[src/rtl/tablero_pkg.sv]
// Shared board definitions: cell indexing, cursor FSM states and grid geometry
// common to the cursor controller and the selection-rectangle generator.
package tablero_pkg;

  localparam int unsigned CELL_W    = 4;
  localparam int unsigned NUM_CELLS = 9;

  // Grid line positions in pixels, shared with the rectangle generator
  localparam int unsigned GRID_DX0 = 233;
  localparam int unsigned GRID_DX1 = 456;
  localparam int unsigned GRID_DY0 = 175;
  localparam int unsigned GRID_DY1 = 340;

  typedef logic [CELL_W-1:0] cell_t;

  typedef enum logic [1:0] {IDLE, SEARCH, COMMIT, FULL} sel_state_t;

  function automatic cell_t next_cell(input cell_t c);
    return (c == cell_t'(NUM_CELLS - 1)) ? '0 : c + cell_t'(1);
  endfunction

endpackage

[src/rtl/btn_pulse.sv]
// Raw push-button conditioner: 2-flop synchronizer, debounce counter and a
// single-cycle pulse on each accepted rising edge.
module btn_pulse #(
  parameter int unsigned DEBOUNCE_CYCLES = 1_000_000
) (
  input  logic clk,
  input  logic rst,
  input  logic i_btn,
  output logic o_pulse
);

  localparam int unsigned CntW = $clog2(DEBOUNCE_CYCLES + 1);
  localparam logic [CntW-1:0] CntMax = CntW'(DEBOUNCE_CYCLES - 1);

  logic [1:0]      r_sync;
  logic            r_level;
  logic            r_pulse;
  logic [CntW-1:0] r_cnt;

  always_ff @(posedge clk or posedge rst) begin
    if (rst) begin
      r_sync  <= '0;
      r_level <= 1'b0;
      r_pulse <= 1'b0;
      r_cnt   <= '0;
    end else begin
      r_sync  <= {r_sync[0], i_btn};
      r_pulse <= 1'b0;
      if (r_sync[1] == r_level) begin
        r_cnt <= '0;
      end else if (r_cnt == CntMax) begin
        // Level held for DEBOUNCE_CYCLES consecutive samples: accept it
        r_cnt   <= '0;
        r_level <= r_sync[1];
        r_pulse <= r_sync[1];
      end else begin
        r_cnt <= r_cnt + CntW'(1);
      end
    end
  end

  assign o_pulse = r_pulse;

endmodule

[src/rtl/cell_select_ctrl.sv]
// 3x3 selection cursor controller: moves skip occupied cells, commits report
// the cell and player, with per-turn timeout and full-board detection.
module cell_select_ctrl
  import tablero_pkg::*;
#(
  parameter int unsigned DEBOUNCE_CYCLES = 1_000_000,
  parameter int unsigned TURN_CYCLES     = 500_000_000,
  parameter int unsigned NUM_CELLS       = 9
) (
  input  logic                 clk,
  input  logic                 boton_rst,
  input  logic                 btn_next,
  input  logic                 btn_conf,
  input  logic                 clear_board,
  output cell_t                contador,
  output logic                 sel_valid,
  output cell_t                sel_cell,
  output logic                 sel_player,
  output logic                 turno,
  output logic [NUM_CELLS-1:0] occupied,
  output logic                 board_full,
  output logic                 timeout_pulse
);

  localparam int unsigned TimerW = $clog2(TURN_CYCLES);
  localparam logic [TimerW-1:0] TimerMax = TimerW'(TURN_CYCLES - 1);

  logic w_next_p, w_conf_p;

  btn_pulse #(.DEBOUNCE_CYCLES(DEBOUNCE_CYCLES)) u_btn_next (
    .clk    (clk),
    .rst    (boton_rst),
    .i_btn  (btn_next),
    .o_pulse(w_next_p)
  );

  btn_pulse #(.DEBOUNCE_CYCLES(DEBOUNCE_CYCLES)) u_btn_conf (
    .clk    (clk),
    .rst    (boton_rst),
    .i_btn  (btn_conf),
    .o_pulse(w_conf_p)
  );

  sel_state_t           r_state, w_state;
  cell_t                r_contador, w_contador;
  cell_t                r_cand, w_cand;
  logic [3:0]           r_tries, w_tries;
  logic [NUM_CELLS-1:0] r_occ, w_occ;
  logic [TimerW-1:0]    r_timer, w_timer;
  logic                 r_full, w_full;
  logic                 r_turno, w_turno;
  logic                 r_sel_valid, w_sel_valid;
  cell_t                r_sel_cell, w_sel_cell;
  logic                 r_sel_player, w_sel_player;
  logic                 r_timeout, w_timeout;

  always_ff @(posedge clk or posedge boton_rst) begin
    if (boton_rst) begin
      r_state      <= IDLE;
      r_contador   <= '0;
      r_cand       <= '0;
      r_tries      <= '0;
      r_occ        <= '0;
      r_timer      <= '0;
      r_full       <= 1'b0;
      r_turno      <= 1'b0;
      r_sel_valid  <= 1'b0;
      r_sel_cell   <= '0;
      r_sel_player <= 1'b0;
      r_timeout    <= 1'b0;
    end else begin
      r_state      <= w_state;
      r_contador   <= w_contador;
      r_cand       <= w_cand;
      r_tries      <= w_tries;
      r_occ        <= w_occ;
      r_timer      <= w_timer;
      r_full       <= w_full;
      r_turno      <= w_turno;
      r_sel_valid  <= w_sel_valid;
      r_sel_cell   <= w_sel_cell;
      r_sel_player <= w_sel_player;
      r_timeout    <= w_timeout;
    end
  end

  always_comb begin
    w_state      = r_state;
    w_contador   = r_contador;
    w_cand       = r_cand;
    w_tries      = r_tries;
    w_occ        = r_occ;
    w_timer      = r_timer;
    w_full       = r_full;
    w_turno      = r_turno;
    w_sel_valid  = 1'b0;
    w_sel_cell   = r_sel_cell;
    w_sel_player = r_sel_player;
    w_timeout    = 1'b0;

    if (clear_board) begin
      w_state    = IDLE;
      w_contador = '0;
      w_occ      = '0;
      w_full     = 1'b0;
      w_turno    = 1'b0;
      w_timer    = '0;
    end else begin
      unique case (r_state)
        IDLE: begin
          if (w_conf_p && !r_occ[r_contador]) begin
            // Commit beats a coincident timeout; COMMIT clears the timer
            w_state = COMMIT;
          end else begin
            if (r_timer == TimerMax) begin
              w_timeout = 1'b1;
              w_turno   = ~r_turno;
              w_timer   = '0;
            end else begin
              w_timer = r_timer + TimerW'(1);
            end
            if (w_next_p && !w_conf_p) begin
              w_state = SEARCH;
              w_cand  = next_cell(r_contador);
              w_tries = '0;
            end
          end
        end
        SEARCH: begin
          if (!r_occ[r_cand]) begin
            w_contador = r_cand;
            w_state    = IDLE;
          end else if (r_tries == 4'd8) begin
            w_full  = 1'b1;
            w_state = FULL;
          end else begin
            w_cand  = next_cell(r_cand);
            w_tries = r_tries + 4'd1;
          end
        end
        COMMIT: begin
          w_occ[r_contador] = 1'b1;
          w_sel_valid       = 1'b1;
          w_sel_cell        = r_contador;
          w_sel_player      = r_turno;
          w_turno           = ~r_turno;
          w_timer           = '0;
          w_state           = SEARCH;
          w_cand            = next_cell(r_contador);
          w_tries           = '0;
        end
        FULL: ;
        default: w_state = IDLE;
      endcase
    end
  end

  assign contador      = r_contador;
  assign sel_valid     = r_sel_valid;
  assign sel_cell      = r_sel_cell;
  assign sel_player    = r_sel_player;
  assign turno         = r_turno;
  assign occupied      = r_occ;
  assign board_full    = r_full;
  assign timeout_pulse = r_timeout;

endmodule

[config.mk]
export PLATFORM = sky130hd
export DESIGN_NAME = cell_select_ctrl
export DESIGN_NICKNAME = d
export VERILOG_FILES = /design/src/rtl/tablero_pkg.sv /design/src/rtl/btn_pulse.sv /design/src/rtl/cell_select_ctrl.sv
export SDC_FILE = /design/constraint.sdc
export NUM_CORES = 1
export LEC_CHECK = 0
export CAP_MARGIN = 40
export CORE_UTILIZATION = 55
export DETAILED_ROUTE_END_ITERATION = 10
export PLACE_DENSITY = 0.84
export RECOVER_POWER = 100
export SLEW_MARGIN = 20
export SYNTH_ARGS = -nofsm -noshare
export SYNTH_HDL_FRONTEND = slang
export SYNTH_SLANG_ARGS = --single-unit
[constraint.sdc]
create_clock -name clk -period 7.5 [get_ports clk]
set_clock_uncertainty 0.05 [all_clocks]
set_input_delay 1.875 -clock clk [delete_from_list [all_inputs] [get_ports clk]]
set_output_delay 1.875 -clock clk [all_outputs]
set_load 0.05 [all_outputs]
### Yosys cells after proc, flatten, opt, wreduce, memory -nomap -nowiden

Cells that the tools add are included.

* flip-flop bits (word level): 109
* latch bits: 0
* bits in writable memories: 0
* bits in read-only memories: 0
* output and inout port bits: 22
* logic and storage cells: 130
* memories kept: 0

* add/subtract/negate cells: 6
* multipliers: 0
* divide/modulo/power cells: 0
* order comparisons: 3
* equality and inequality tests: 19
* shifts and indexed selects: 0
* muxes and demuxes: 55
* bitwise logic cells: 5
* reductions and logical operators: 22

Operators with widths (count)
* 2-to-1 mux 29 bit: 3
* 2-to-1 mux 20 bit: 4
* case mux 29 bit (2 select lines): 1
* 2-to-1 mux 4 bit: 13
* adder 20 x 1 -> 20 bit, second input constant: 2
* == test 20 bit, second input constant: 2
* adder 29 x 1 -> 29 bit, second input constant: 1
* == test 29 bit, second input constant: 1
* case mux 4 bit (3 select lines): 2
* 2-to-1 mux 1 bit: 20
* 2-to-1 mux 9 bit: 2
* adder 4 x 1 -> 4 bit, second input constant: 3
* == test 4 bit, second input constant: 3
* < comparator 4 x 5 -> 1 bit, second input constant: 2
* 2-to-1 mux 2 bit: 5
* inequality test 2 bit, second input constant: 5
* AND reduction 2 bit: 5
* bitwise OR 9 bit: 1
* AND reduction 3 bit: 3
* binary-select mux 1 bit (select 4 bit): 2
* inequality test 4 bit, second input constant: 2
* nonzero test 2 bit: 4
* inequality test 3 bit, second input constant: 2
* case mux 2 bit (3 select lines): 1
* 13 further kinds: 21

### Logic depth before layout (Yosys ltp)

Gate-level depths: netlist (run 1).

* word-level depth: 7
* depth in mapped cells: 9
* mapped depth without buffers: 8

### Hierarchy

A second synthesis (run 1) with hierarchy kept.

* cell total of the unflattened synthesis: 590
* area, all modules: 5949.5 sq um

By module, submodules not included
* cell_select_ctrl: instances 1, cells each 374, area each 3572.2 sq um, sequential area each 1526.5 sq um
* btn_pulse: instances 2, cells each 108, area each 1188.6 sq um, sequential area each 600.6 sq um

### Worst setup path before layout (run 1)

Ideal clock, no wire load.

* path type: input to register
* from: input port clear_board
* to: register r_timer[26]
* library setup time: 0.119 ns
* arrival: 3.261 ns
* required time: 7.331 ns
* path slack: 4.070 ns
* cell stages on the path: 7
* cells stage by stage: clkbuf_1 > nor3_1 > or2_2 > nor3_1 > o21ai_1 > o21a_1 > o21ba_2

* word-level cells in the longest chain between the ends: 2
* elaborated cells on any way between the ends: 4
* classes of those cells: eq/ne (1); mux (1); reduce/logical (2)

RTL lines
* start, declared: RTL line cell_select_ctrl.sv:14 `input logic clear_board,`
* inequality test 3 bit (no line) / nonzero test 3 bit (equally long branches)
* AND reduction 2 bit (no line)
* end signal, assigned: RTL line cell_select_ctrl.sv:77 `r_timer <= w_timer;`
* end, declared: RTL line cell_select_ctrl.sv:49 `logic [TimerW-1:0] r_timer, w_timer;`

Several ways; a longest one is shown, not always the timed one.
A chain may end at the register's enable or synchronous reset.

==> metrics.md, run 1 <==
| Metric | Value |
|---|---|
| # Post-CTS Setup Buffers | 0 |
| Avg Synthesized Cell Area | 9.66 µm² |
| Aggregate global routing overflow | 0 |
| Wire length after detailed routing | 11.4 mm |
| Post-DRT Antenna Nets | 0 |
| Count of unique library cells instantiated by Yosys | 62 |
| Wire length of the first global-routing pass | 19.6 mm |
| Number of nets produced by synthesis | 607 |
| Overall die width | 104 µm |
| Post-Place Setup Slack | 2.82 ns |
| Classification of the worst setup path | in -> async |
| Slowest stage cell, crit path | clkbuf_1 |
| Worst setup path startpoint | boton_rst |
| Reg2reg start | contador[0] |
| Floorplan core area | 0.00986 mm² |
| Inserted Clock Buffers | 9 |
| Post-Route Hold Slack | 0.310 ns |
| Overall power | 1.31 mW |
| Placement Rows | 36 |
| Maximum fanout along the worst path | 31 |
| Die area | 0.0107 mm² |
| Smallest setup slack after layout | 3.13 ns |
| Detail-routed net length per standard cell | 15.3 µm |
| Number of instances in the synthesized netlist | 587 |
| Total of fill cells in the finished design | 788 |
| Total of hold buffers inserted after clock tree synthesis | 0 |
| Layout net count | 629 |
| Sum Neg Setup Slack | 0 ns |
| Transition time at the pin with the least slew margin | 1.68 ns |
| Required time of the critical path | 7.64 ns |
| GR Util All Layers | 0.226 |
| Flip-flop and latch area | 0.00273 mm² |
| Port buffer count | 26 |
| Count of clock tree sinks | 109 |
| Final GP Congestion | 0.871 |
| Core utilization of the finished layout | 0.633 |
| Max Clock Freq | 229 MHz |
| Cell family contributing the most delay on the critical path | buffers and inverters |
| Seq/Total Area, Yosys | 0.481 |
| IO Pins | 27 |
| Leak pwr | 2.75 nW |
| Kind of end point of the critical path | asynchronous set/reset pin |
| Clock-pin slew reported for the worst setup and hold paths after clock tree synthesis | 0.10 ns |
| Slew Limit Headroom | -0.122 |
| Critical Path Source Type | input port |
| Status | finished, violations left |
| Clock tree from TritonCTS | built |
| Final Max Slew Viols | 31 |
| Grt met2 use | 0.361 |
| Total buffers and inverters traversed by the critical path | 3 |
| Met1 demand-to-capacity share in global routing | 0.298 |
| Latest clock arrival within the worst-skew pair | 0.39 ns |
| Final hold vios | 0 |
| List of cells traversed by the critical path | dlygate4sd3_1 > clkinvlp_2 > clkbuf_1 |
| Largest incremental delay on the critical path | 1.29 ns |
| HPWL after detailed placement | 7.91 mm |
| Routed via count | 4,359 |
| Antenna diode instance count | 0 |
| CTS H-tree lvls | 3 |
| Setup repair after global routing missed its margin | false |
| Flop and latch count out of synthesis | 109 |
| Period utilization | 0.582 |
| Number of global-route vias before repair | 4,297 |
| Violations in the final reports | max-capacitance violations, max-slew violations |
| Average via count per standard cell | 5.84 |
| First-pass iteration count of the detailed router | 5 |
| Drc violations | 0 |
| Total of warnings raised by yosys | 0 |
| Post-cts sizing count | 0 |
| Number of flops mapped to enable cells by yosys | 0 |
| GR peak layer | met2 |
| Cell at the root of the clock tree | clkbuf_8 |
| Type of the worst min-delay path | reg -> reg |
| Reported max-cap violation count | 1 |
| Share of layout cells above drive strength 1 | 0.0635 |
| Power per cell area | 210 mW/mm² |
| Violation count after the first detailed-routing iteration | 231 |
| Startpoint of the worst hold path | u_btn_conf.r_sync[0] |
| Initial antenna violation count | 0 |
| Starting Density | 0.575 |
| Area growth from synthesis to layout | 10.1% |
| Post-synthesis async set-or-reset flop share | 1.00 |
| Footprint of the multi-input gates | 0.00276 mm² |
| Worst-case clock buffer depth | 2 |
| Largest net degree at the start of global routing | 50 |
| Flip-flop cell with the highest count after synthesis | dfrtp_1 |
| # setup viols final | 0 |
| Total standard cell area after synthesis | 0.00567 mm² |
| Vertical extent of the die | 104 µm |
| Grt met3 use | 0.0510 |
| Peak supply drop | 139 µV |
| Post-layout min period | 4.37 ns |
| Data arrival time of the critical path | 4.50 ns |
[registers in the layout, summed over array words and instances, names as in the netlist, 2 cells and up]
signal and cells:
u_btn_conf.r_cnt 20, occupied 9, r_timer 29, sel_cell 4, u_btn_next.r_cnt 20, u_btn_next.r_sync 2
contador 4, r_state 2, u_btn_conf.r_sync 2, r_tries 4, r_cand 4
[worst paths after layout]
check,end,cells past startpoint,slack (ns)
worst max-delay path,r_timer[21],3,3.13
worst min-delay path,u_btn_conf.r_sync[1],0,0.31
worst max register to register,r_timer[2],7,4.55
worst min register to register,u_btn_conf.r_sync[1],0,0.31
max in group clk,r_cand[2],6,3.39
min in group asynchronous,u_btn_conf.r_cnt[7],2,2.16
[per-layer routing]
layer | wire length (µm) | up-vias
met3 | 494 | 26
met4 | 265 | 0
met5 | 0 | -
met1 | 5120 | 2141
li1 | - | 2070
met2 | 5530 | 122
[area by class of cell]
| type | count | share of cell area |
|---|---|---|
| Clock buffer | 11 | 0.0242 |
| Timing Repair Buffer | 32 | 0.0497 |
| Inverter | 21 | 0.0128 |
| Sequential cell | 109 | 0.437 |
| Multi-Input combinational cell | 436 | 0.442 |
| Clock inverter | 5 | 0.00781 |
| Tap cell | 133 | 0.0266 |
[kinds of logic (layout without fill, tap and decap cells)]
group	count (synthesis)	after routing	synth area share
compound gates	79	79	0.0975
simple gates	264	264	0.228
fa+ha+maj	15	15	0.0331
buf+inv	42	69	0.0326
xor+xnor	63	63	0.0973
flops	109	109	0.481
mux	15	15	0.0307
[metrics by stage]
step / std cells / cell area [µm²]
3_5_place_dp: 728 / 6040
5_1_grt: 747 / 6240
2_1_floorplan: 587 / 5670
3_3_place_gp: 726 / 6000
6_report: 747 / 6240
4_1_cts: 744 / 6240
[cell usage in the layout (no fill, tap or decap), types with 20 or more instances in the layout]
| cell type | instances |
|---|---|
| a21oi_1 | 27 |
| dfrtp_1 | 109 |
| dlygate4sd3_1 | 26 |
| inv_1 | 20 |
| nand2_1 | 46 |
| nand3_1 | 31 |
| nor2_1 | 100 |
| xnor2_1 | 32 |
| xor2_1 | 31 |
[where the power goes]
group          internal, mW  leakage (nW)  switching, mW
Sequential            0.618          1.50         0.0535
Combinational         0.106          1.15          0.182
Clock                 0.146         0.104          0.209
Total                 0.869          2.75          0.445
[Yosys cell counts (3+ instances only)]
library cell,number,area share
nand2_1,46,0.030
a211oi_1,6,0.0079
and2_1,5,0.0055
and4_1,8,0.012
o21ai_0,12,0.011
nand4_1,12,0.013
o21ai_1,3,0.0026
nand3_1,31,0.027
nor3b_1,5,0.0066
a22o_1,4,0.0062
and3_1,9,0.0099
nor3_1,10,0.0088
ha_1,15,0.033
o2111ai_1,3,0.0046
xnor2_1,32,0.049
xor2_1,31,0.048
mux2i_1,5,0.0088
or4_1,3,0.0040
buf_2,7,0.0062
nor2_1,100,0.066
dfrtp_1,109,0.48
nor2b_1,6,0.0066
or2_2,3,0.0033
nand2b_1,4,0.0044
nor4b_1,4,0.0062
inv_1,21,0.014
nor4_1,7,0.0077
a21oi_1,27,0.024
mux2_2,8,0.016
o211ai_1,3,0.0040
clkbuf_1,9,0.0060
or3_1,3,0.0033
No activity file was read; power rests on OpenSTA's default activity.
==> run 2: changes to the inputs <==
Clock period 7.5 ns to 4.6 ns, I/O delays scaled along.
==> metrics.md, run 2 (synthesis gave the netlist of run 1 again) <==
| Metric | Value |
|---|---|
| Status | finished, violations left |
| Violations in the final reports | max-capacitance violations, max-slew violations |
| Period utilization | 0.758 |
| Max reg flops | 29 (unchanged) |
| Area growth from synthesis to layout | 9.13% |
| Average via count per standard cell | 5.82 (-0.18%) |
| List of cells traversed by the critical path | mux4_2 > nor2_1 > o311ai_0 > nand2_1 > a211oi_1 > a21oi_1 |
| Share of layout cells above drive strength 1 | 0.0569 (-0.00661) |
| Slew Limit Headroom | -0.193 (-0.0716) |
| Setup repair after global routing missed its margin | false |
| Routed via count | 4,357 (-0.046%) |
| Maximum fanout along the worst path | 10 (-68%) |
| Post-DRT Antenna Nets | 0 (unchanged) |
| Peak supply drop | 248 µV (+79%) |
| Classification of the worst setup path | reg -> reg |
| Final hold vios | 0 (unchanged) |
| Vertical extent of the die | 104 µm (unchanged) |
| Top register by number of flip-flops | r_timer |
| Starting Density | 0.575 (unchanged) |
| Aggregate global routing overflow | 0 (unchanged) |
| Overall power | 2.09 mW (+59%) |
| HPWL after detailed placement | 8.23 mm (+4.0%) |
| Post-Route Hold Slack | 0.319 ns (+0.00918 ns) |
| Reported max-cap violation count | 1 (unchanged) |
| Layout net count | 630 (+0.16%) |
| Antenna diode instance count | 0 (unchanged) |
| Initial antenna violation count | 0 (unchanged) |
| Critical Path Source Type | flip-flop |
| GR Util All Layers | 0.227 (+0.00153) |
| Post-Place Setup Slack | 1.12 ns (-1.71 ns) |
| Clock-pin slew reported for the worst setup and hold paths after clock tree synthesis | 0.10 ns (about the same) |
| Core utilization of the finished layout | 0.628 (-0.00545) |
| Kind of end point of the critical path | flip-flop |
| Die area | 0.0107 mm² (unchanged) |
| Overall die width | 104 µm (unchanged) |
| Total buffers and inverters traversed by the critical path | 0 (-3) |
| Power per cell area | 338 mW/mm² (+61%) |
| Largest net degree at the start of global routing | 61 (+22%) |
| Sum Neg Setup Slack | 0 ns (unchanged) |
| Number of cells in the design after placement | 730 (+0.27%) |
| # Post-CTS Setup Buffers | 0 (unchanged) |
| Wire length of the first global-routing pass | 20.0 mm (+2.0%) |
| Area post-placement | 0.00606 mm² (+0.31%) |
| Final GP Congestion | 0.869 (-0.22%) |
| Switching power share of the total | 0.337 (-0.00129) |
| Biggest regs | r_timer x29, u_btn_conf.r_cnt x20, u_btn_next.r_cnt x20 |
| Post-cts sizing count | 0 (unchanged) |
| Port buffer count | 26 (unchanged) |
| Transition time at the pin with the least slew margin | 1.77 ns (+0.0849 ns) |
| IO Pins | 27 (unchanged) |
| First-pass iteration count of the detailed router | 5 (unchanged) |
| Required time of the critical path | 4.81 ns (-2.83 ns) |
| Count of non-filler cells in the finished layout | 748 (+0.13%) |
| Count of clock tree sinks | 109 (unchanged) |
| Commonest non-fill, non-tap cell in the layout | dfrtp_1 |
| Cell at the root of the clock tree | clkbuf_8 |
| Internal Dissipation | 1.39 mW (+60%) |
| Slowest stage cell, crit path | o311ai_0 |
| Largest incremental delay on the critical path | 1.44 ns (+0.15 ns) |
| Placement Rows | 36 (unchanged) |
| Fraction of power consumed by combinational cells | 0.213 (-0.006) |
| Leak pwr | 2.73 nW (-0.90%) |
| Design Area, Final | 0.00619 mm² (-0.86%) |
| Floorplan core area | 0.00986 mm² (unchanged) |
| Number of global-route vias before repair | 4,359 (+1.4%) |
| Post-layout min period | 3.49 ns |
| Type of the worst min-delay path | reg -> reg |
| Violation count after the first detailed-routing iteration | 238 (+3.0%) |
| Drc violations | 0 (unchanged) |
| Clock network fraction of total power | 0.265 (-0.005) |
| Inserted Clock Buffers | 9 (unchanged) |
| Smallest setup slack after layout | 1.11 ns (-2.02 ns) |
| Cell family contributing the most delay on the critical path | compound AO/OA/AOI/OAI gates |
| Detail-routed net length per standard cell | 15.3 µm (+0.11%) |
| Final Max Slew Viols | 9 (-71%) |
| Clock tree from TritonCTS | built |
| Latest clock arrival within the worst-skew pair | 0.37 ns (-0.02 ns) |
| # setup viols final | 0 (unchanged) |
| Data arrival time of the critical path | 3.70 ns (-0.80 ns) |
| Leading cell types in the layout, fill and taps excluded | dfrtp_1 (109), nor2_1 (101), nand2_1 (46) |
| CTS H-tree lvls | 3 (unchanged) |
| Fraction of power consumed by sequential logic | 0.522 (+0.011) |
| Max Clock Freq | 287 MHz |
| Worst-case clock buffer depth | 2 (unchanged) |
| Total of hold buffers inserted after clock tree synthesis | 0 (unchanged) |
| Wire length after detailed routing | 11.4 mm (+0.25%) |
| Power spent charging and discharging nets | 0.706 mW (+59%) |
run 2: worst reg2reg max path: cells and delay by family (launching register included):
family	cells	cell delay, ns
AOI/OAI and AO/OA	3	1.87
and+or+nand+nor	2	0.57
DFF	1	0.50
muxes	1	0.38
run 2: path summary, 6_finish.rpt:
| check | from | endpoint | slack [ns] | cells after the start |
|---|---|---|---|---|
| max reg2reg | r_cand[0] | r_cand[0] | 1.11 | 6 |
| max | r_cand[0] | r_cand[0] | 1.11 | 6 |
| max in group asynchronous | boton_rst | r_timer[24] | 1.43 | 4 |
| min | u_btn_conf.r_sync[0] | u_btn_conf.r_sync[1] | 0.32 | 0 |
| min reg2reg | u_btn_conf.r_sync[0] | u_btn_conf.r_sync[1] | 0.32 | 0 |
| min in group asynchronous | boton_rst | u_btn_next.r_cnt[16] | 1.21 | 2 |
run 2: cell type report:
cell class / count / area, µm²
inverter: 21 / 80.1
clock buffer: 10 / 138
timing repair buffer: 33 / 295
multi-input combinational: 436 / 2730
fill: 802 / 3670
tap: 133 / 166
clock inverter: 6 / 55.1
sequential: 109 / 2730
run 2: per-layer routing:
layer | wire [µm] | part of all wire | GRT usage | vias up
met3 | 495 | 0.043 | 0.0491 | 16
met4 | 139 | 0.012 | 0.0694 | 0
li1 | - | - | - | 2080
met1 | 5080 | 0.44 | 0.296 | 2146
met5 | 0 | 0 | 0 | -
met2 | 5730 | 0.50 | 0.380 | 115
run 2: power groups by stage:
| stage | clock (mW) | sequential (mW) | combinational (mW) |
|---|---|---|---|
| final | 0.555 | 1.09 | 0.446 |
| after global routing | 0.600 | 1.10 | 0.499 |
| after CTS | 0.573 | 1.09 | 0.474 |
| after detailed placement | 0 | 1.11 | 0.472 |
| after global placement | 0 | 1.11 | 0.444 |
| after floorplan | 0 | 1.10 | 0.365 |
